--- src/rtl/codificador_prioridade_n.sv ---
// Registered N-channel request encoder: edge-captures req_in into pending
// bits and hands out one index at a time over out_valid/out_ready.
// Ports: clk, rst_n (async, active-low), req_in[N], out_idx[W],
//   out_valid, out_ready, pending[N], lost (one-cycle pulse).
// Option: define CODIF_RR_EN for round-robin selection, else lowest wins.
module codificador_prioridade_n #(
  parameter  int N = 8,
  localparam int W = $clog2(N)
) (
  input  logic         clk,
  input  logic         rst_n,
  input  logic [N-1:0] req_in,
  output logic [W-1:0] out_idx,
  output logic         out_valid,
  input  logic         out_ready,
  output logic [N-1:0] pending,
  output logic         lost
);

  typedef enum logic {
    IDLE,
    PRESENT
  } st_e;

  st_e          st_q;
  logic [N-1:0] req_q;
  logic [N-1:0] pend_q;
  logic [N-1:0] pend_d;
  logic [W-1:0] idx_q;
  logic         lost_q;
  logic         lost_d;

  logic         hs;
  logic [N-1:0] rise;
  logic [N-1:0] clr;
  logic [N-1:0] sel_vec;
  logic [W-1:0] sel_idx;
  logic         sel_any;

`ifdef CODIF_RR_EN
  logic [W-1:0] ptr_q;
  logic [W-1:0] sel_base;
  logic         found;
  int           j;
`endif

  always_comb begin
    hs   = (st_q == PRESENT) && out_ready;
    rise = req_in & ~req_q;
    clr  = '0;
    if (hs) clr[idx_q] = 1'b1;
    pend_d  = (pend_q & ~clr) | rise;
    lost_d  = |(rise & pend_q & ~clr);
    // On a handshake the granted bit is already gone from the search.
    sel_vec = hs ? (pend_q & ~clr) : pend_q;
    sel_any = |sel_vec;
    sel_idx = '0;
`ifdef CODIF_RR_EN
    // Search starts just past the last grant; the grant now being
    // accepted counts as the last one.
    sel_base = hs ? idx_q : ptr_q;
    found    = 1'b0;
    j        = 0;
    for (int k = 1; k <= N; k++) begin
      j = int'(sel_base) + k;
      if (j >= N) j = j - N;
      if (!found && sel_vec[j]) begin
        sel_idx = W'(j);
        found   = 1'b1;
      end
    end
`else
    for (int i = N - 1; i >= 0; i--) begin
      if (sel_vec[i]) sel_idx = W'(i);
    end
`endif
  end

  always_ff @(posedge clk or negedge rst_n) begin
    if (!rst_n) begin
      st_q   <= IDLE;
      req_q  <= '0;
      pend_q <= '0;
      idx_q  <= '0;
      lost_q <= 1'b0;
`ifdef CODIF_RR_EN
      ptr_q  <= '0;
`endif
    end else begin
      req_q  <= req_in;
      pend_q <= pend_d;
      lost_q <= lost_d;
`ifdef CODIF_RR_EN
      if (hs) ptr_q <= idx_q;
`endif
      unique case (st_q)
        IDLE: begin
          if (sel_any) begin
            idx_q <= sel_idx;
            st_q  <= PRESENT;
          end
        end
        PRESENT: begin
          if (hs) begin
            if (sel_any) idx_q <= sel_idx;
            else         st_q  <= IDLE;
          end
        end
        default: st_q <= IDLE;
      endcase
    end
  end

  assign out_idx   = idx_q;
  assign out_valid = (st_q == PRESENT);
  assign pending   = pend_q;
  assign lost      = lost_q;

endmodule

--- config.mk ---
export PLATFORM = sky130hd
export DESIGN_NAME = codificador_prioridade_n
export DESIGN_NICKNAME = d
export VERILOG_FILES = /design/src/rtl/codificador_prioridade_n.sv
export SDC_FILE = /design/constraint.sdc
export NUM_CORES = 1
export LEC_CHECK = 0
export CAP_MARGIN = 20
export CORE_MARGIN = 2
export CORE_UTILIZATION = 42
export CTS_CLUSTER_SIZE = 14
export DETAILED_ROUTE_END_ITERATION = 16
export GPL_TIMING_DRIVEN = 0
export HOLD_SLACK_MARGIN = 0.15
export PLACE_DENSITY = 0.73
export SLEW_MARGIN = 25
export SYNTH_ARGS = -nofsm -noshare
export SYNTH_HDL_FRONTEND = slang
export SYNTH_SLANG_ARGS = --single-unit
--- constraint.sdc ---
create_clock -name clk -period 1.7 [get_ports clk]
set_input_delay 0.255 -clock clk [delete_from_list [all_inputs] [get_ports clk]]
set_output_delay 0.255 -clock clk [all_outputs]
set_load 0.05 [all_outputs]
==> results.md <==
- During placement, the flow inserted port buffers numbering 23.
- The checks that failed: setup timing.
- The cell internal power dissipation is 1.07 mW.
- The worst stage delay on the critical path is 0.45 ns.
- Measured in cells, the most critical reg-to-reg path has a length of 5.
- The area growth from synthesis to layout is 46.3%.
- The kind of cell adding the most delay to the critical path is simple AND/OR/NAND/NOR gates.
- The required time at the endpoint of the critical path is 1.88 ns.
- The TritonCTS buffer count is 3.
- At the placement stage, the worst setup path has a slack of -0.460 ns.
- Measured along the y axis, the die boundary spans 50.5 um.
- Across all layers, the routed design uses 719 vias.
- Global routing used 16.1% of the available tracks across all layers.
- The wire length of the first global-routing pass is 3.06 mm.
- The die outline area is 2550 um2.
- Cells with a size suffix above 1 make up 29.1% of the layout.
- After floorplanning, the core was sized to cover 2000 um2.
- The switching share of power is 44.9%.
- The clock net sink count is 21.
- The normalized max-slew margin is 39.2%.
- When the netlist entered floorplanning its net count stood at 86.
- The final routed DRC violation total is 0.
- The pin count of the biggest net entering global routing is 22.
- Data arrives at the worst endpoint at 1.94 ns.
- STA classifies the critical path endpoint as a flop.
- The yosys synthesis warning count is 0.
- The area share of the largest cell type after synthesis is 57.9%.
- The synthesized flop and latch total is 21.
- Summed over all cells, the static leakage comes to 0.505 nW.
- The number of hold violations in the final report is 0.
- The layout net count is 122.
- The number of violations reported at the end of detailed-routing iteration 0 is 3.
- The antenna cell count is 0.
- The buffer depth of the longest clock path is 2.
- The remaining antenna violation count after routing is 0.
- The post-synthesis instance total is 75.
- Final hold analysis gives a worst-case slack of 0.406 ns.
- The post-detailed-route wirelength per cell is 14.5 um.
- The cell depth of the worst hold path is 1.
- The number of detailed-routing iterations run before antenna repair is 4.
- The kind of start point of the critical path is a flop.
- The global route total overflow is 0.
- Dividing the detail-routed via count by the number of cells gives 5.25.
- The number of different library cells in the post-synthesis netlist is 21.
- The signal on the critical path passes through nand3b_4, o31ai_4, buf_4, o22ai_2, or4_1.
- The clock latency on the worst-skew pair is 0.30 ns.
- The share of total power in combinational logic is 49.7%.
- The highest clock frequency the design can meet is 0.569 GHz.
- The clock network is responsible for 12.4% of the overall power.
- The path category of the worst min-delay check is primary input to flop.
- The critical path is of the flop to flop type.
- The site row count is 16.
- The initial utilization of the core area, before any placement, comes to 45.3%.
- The number of I/O pins is 24.
- The global placer's final weighted congestion is 0.793.
- sky130_fd_sc_hd__dfrtp_1 takes more of the synthesized area than any other cell.
- Of all nets on the critical path, the largest fanout is 4.
- Power spread over the standard cell area amounts to 1460 nW/um2.
- The number of antenna violations at the first check in global routing was 0.
- The max-slew violation count is 0.
- After legalization and detailed placement, the total HPWL measured 1.22 mm.
- The number of global-route vias before repair was 711.
- Counting both buffers and inverters, the worst setup path holds a total of 1.
- Setup violations remaining at the end of the flow were counted as 2.
- Of the synthesized area, sequential elements account for 57.9%.
- The final worst-path cycle share is 103%.
- Summed over all nets, the switching power comes to 0.870 mW.
- The total detailed-routing wirelength is 1.99 mm.
- In this run the number of H-tree levels came out at 1.
- Across the run, the number of max-cap violations was 0.
- Sorting the synthesized cells by area gives the leading types as sky130_fd_sc_hd__dfrtp_1, sky130_fd_sc_hd__nand2b_1, sky130_fd_sc_hd__o21ai_2.
- The end-of-flow core utilization is 66.3%.
- The maximum vdd ir drop is 0.741 mV.
- The overall die width is 50.5 um.
- The routed design could run at a clock period as short as 1.76 ns.
- The clock tree skew after final layout is 0.00157 ns.
- For the pin with the worst max-slew slack, the measured transition is 0.909 ns.
- TritonCTS built the clock tree.
- The clock slew seen by the registers of the worst setup and hold paths is 0.11 ns.
- In this run the clock root is driven by a sky130_fd_sc_hd__clkbuf_4.
- Registers are responsible for 37.9% of the overall power.
- The run finished, with violations left.
- The master of the slowest instance on the critical path is sky130_fd_sc_hd__dfrtp_2.
- Counting buffers and inverters, the worst setup path is 5 cells deep.
- The setup slack of the critical path after layout is -0.0561 ns.
- Setup repair after global routing could not meet its margin everywhere.
- The cell area after technology mapping is 907 um2.
- The average instance in the mapped netlist occupies 12.1 um2.
## final cells by class
cell class	instances	area [um2]
fill	173	674
sequential	21	536
multi-input combinational	53	449
timing repair buffer	31	279
tap	27	33.8
clock buffer	4	26.3
inverter	1	3.75
## state kept, by name (all words and copies together) (netlist names)
register / count
pending: 8
req_q: 8
out_idx: 3
lost: 1
out_valid: 1
## cells in the final DEF (no fill, tap or decap)
cell type | Yosys | routed
sky130_fd_sc_hd__o21ai_2 | 7 | 3
sky130_fd_sc_hd__or4_1 | 1 | 1
sky130_fd_sc_hd__o2bb2ai_1 | 1 | 1
sky130_fd_sc_hd__o21a_1 | 2 | 2
sky130_fd_sc_hd__dlygate4sd2_1 | 0 | 12
sky130_fd_sc_hd__dlymetal6s2s_1 | 0 | 1
sky130_fd_sc_hd__buf_4 | 0 | 8
sky130_fd_sc_hd__nand4_2 | 1 | 1
sky130_fd_sc_hd__nand4_1 | 1 | 1
sky130_fd_sc_hd__clkdlybuf4s50_1 | 0 | 9
sky130_fd_sc_hd__inv_1 | 1 | 1
sky130_fd_sc_hd__nand3b_4 | 1 | 1
sky130_fd_sc_hd__o31ai_4 | 1 | 2
sky130_fd_sc_hd__dfrtp_4 | 0 | 2
sky130_fd_sc_hd__nor2_1 | 1 | 1
sky130_fd_sc_hd__o21ai_4 | 0 | 4
sky130_fd_sc_hd__clkbuf_1 | 0 | 1
sky130_fd_sc_hd__a31oi_1 | 2 | 2
sky130_fd_sc_hd__nand2b_4 | 0 | 2
sky130_fd_sc_hd__nand2_1 | 11 | 11
sky130_fd_sc_hd__nand3_4 | 0 | 1
sky130_fd_sc_hd__nand2b_1 | 11 | 9
sky130_fd_sc_hd__dfrtp_1 | 21 | 17
sky130_fd_sc_hd__or2b_1 | 1 | 1
sky130_fd_sc_hd__a21oi_1 | 2 | 2
sky130_fd_sc_hd__clkbuf_4 | 0 | 3
sky130_fd_sc_hd__dfrtp_2 | 0 | 2
sky130_fd_sc_hd__o22ai_2 | 0 | 1
sky130_fd_sc_hd__o211ai_1 | 3 | 3
sky130_fd_sc_hd__mux2_4 | 0 | 1
sky130_fd_sc_hd__clkdlybuf4s15_2 | 0 | 1
sky130_fd_sc_hd__o22ai_1 | 4 | 3
## cells by family after synthesis
kind of cell	Yosys count	share of synthesized area, %
mux	1	1.24
simple gates	29	19.6
buf+inv	1	0.413
flops	21	57.9
compound gates	23	20.8
## stage by stage
| step | power [mW] | std cells | TNS, ns | cell area (um2) |
|---|---|---|---|---|
| 6_report | 1.94 | 137 | -0.0991 | 1330 |
| 5_1_grt | 2.03 | 137 | -0.291 | 1330 |
| 4_1_cts | 1.83 | 135 | -0.0408 | 1290 |
| 3_5_place_dp | 1.53 | 125 | -1.34 | 1200 |
| 3_3_place_gp | 1.53 | 125 | -1.24 | 1200 |
| 2_1_floorplan | 1.27 | 75 | -0.135 | 941 |
## cells in the mapped netlist
cell type,count
sky130_fd_sc_hd__a21oi_1,2
sky130_fd_sc_hd__nand4_2,1
sky130_fd_sc_hd__mux2_1,1
sky130_fd_sc_hd__o211ai_1,3
sky130_fd_sc_hd__dfrtp_1,21
sky130_fd_sc_hd__o31ai_2,1
sky130_fd_sc_hd__a31oi_1,2
sky130_fd_sc_hd__nand3_2,1
sky130_fd_sc_hd__nand2b_1,11
sky130_fd_sc_hd__nand2_1,11
sky130_fd_sc_hd__nor2_1,1
sky130_fd_sc_hd__inv_1,1
sky130_fd_sc_hd__nand3b_4,1
sky130_fd_sc_hd__nand4_1,1
sky130_fd_sc_hd__o22ai_1,4
sky130_fd_sc_hd__or2b_1,1
sky130_fd_sc_hd__o31ai_4,1
sky130_fd_sc_hd__o21a_1,2
sky130_fd_sc_hd__or4_1,1
sky130_fd_sc_hd__o2bb2ai_1,1
sky130_fd_sc_hd__o21ai_2,7
## layer usage
metal	share of wire, %	global-route usage [%]	routed length [um]	vias to the layer above
li1	-	-	-	347
met1	41	20.4	816	345
met2	52	27.6	1040	22
met3	4.9	2.08	98	5
met4	1.6	6.76	31	0
met5	0	0	0	-
## power by group through the flow
stage	logic, mW	clock network [mW]	registers, mW
after global routing	1.02	0.270	0.747
after floorplan	0.269	0	1.00
after global placement	0.798	0	0.728
after detailed placement	0.801	0	0.730
final	0.962	0.240	0.734
after CTS	0.871	0.242	0.717
## repair_timing
item	in CTS	in global routing
cloned	0	0
gates resized for setup	19	4
hold buffers	0	0
buffers inserted	6	2
pin swaps	1	1
setup endpoints to repair	14	4
## worst paths after layout
check                      startpoint    endpoint  slack [ns]
setup / recovery           out_idx[2]        lost       -0.06
hold / removal              req_in[3]    req_q[3]        0.41
hold reg to reg              req_q[7]  pending[7]        0.52
max in group asynchronous       rst_n  out_idx[0]        0.60
setup reg to reg           out_idx[2]        lost       -0.06
min in group asynchronous       rst_n  pending[6]        0.45
No activity file was read; power rests on OpenSTA's default activity.
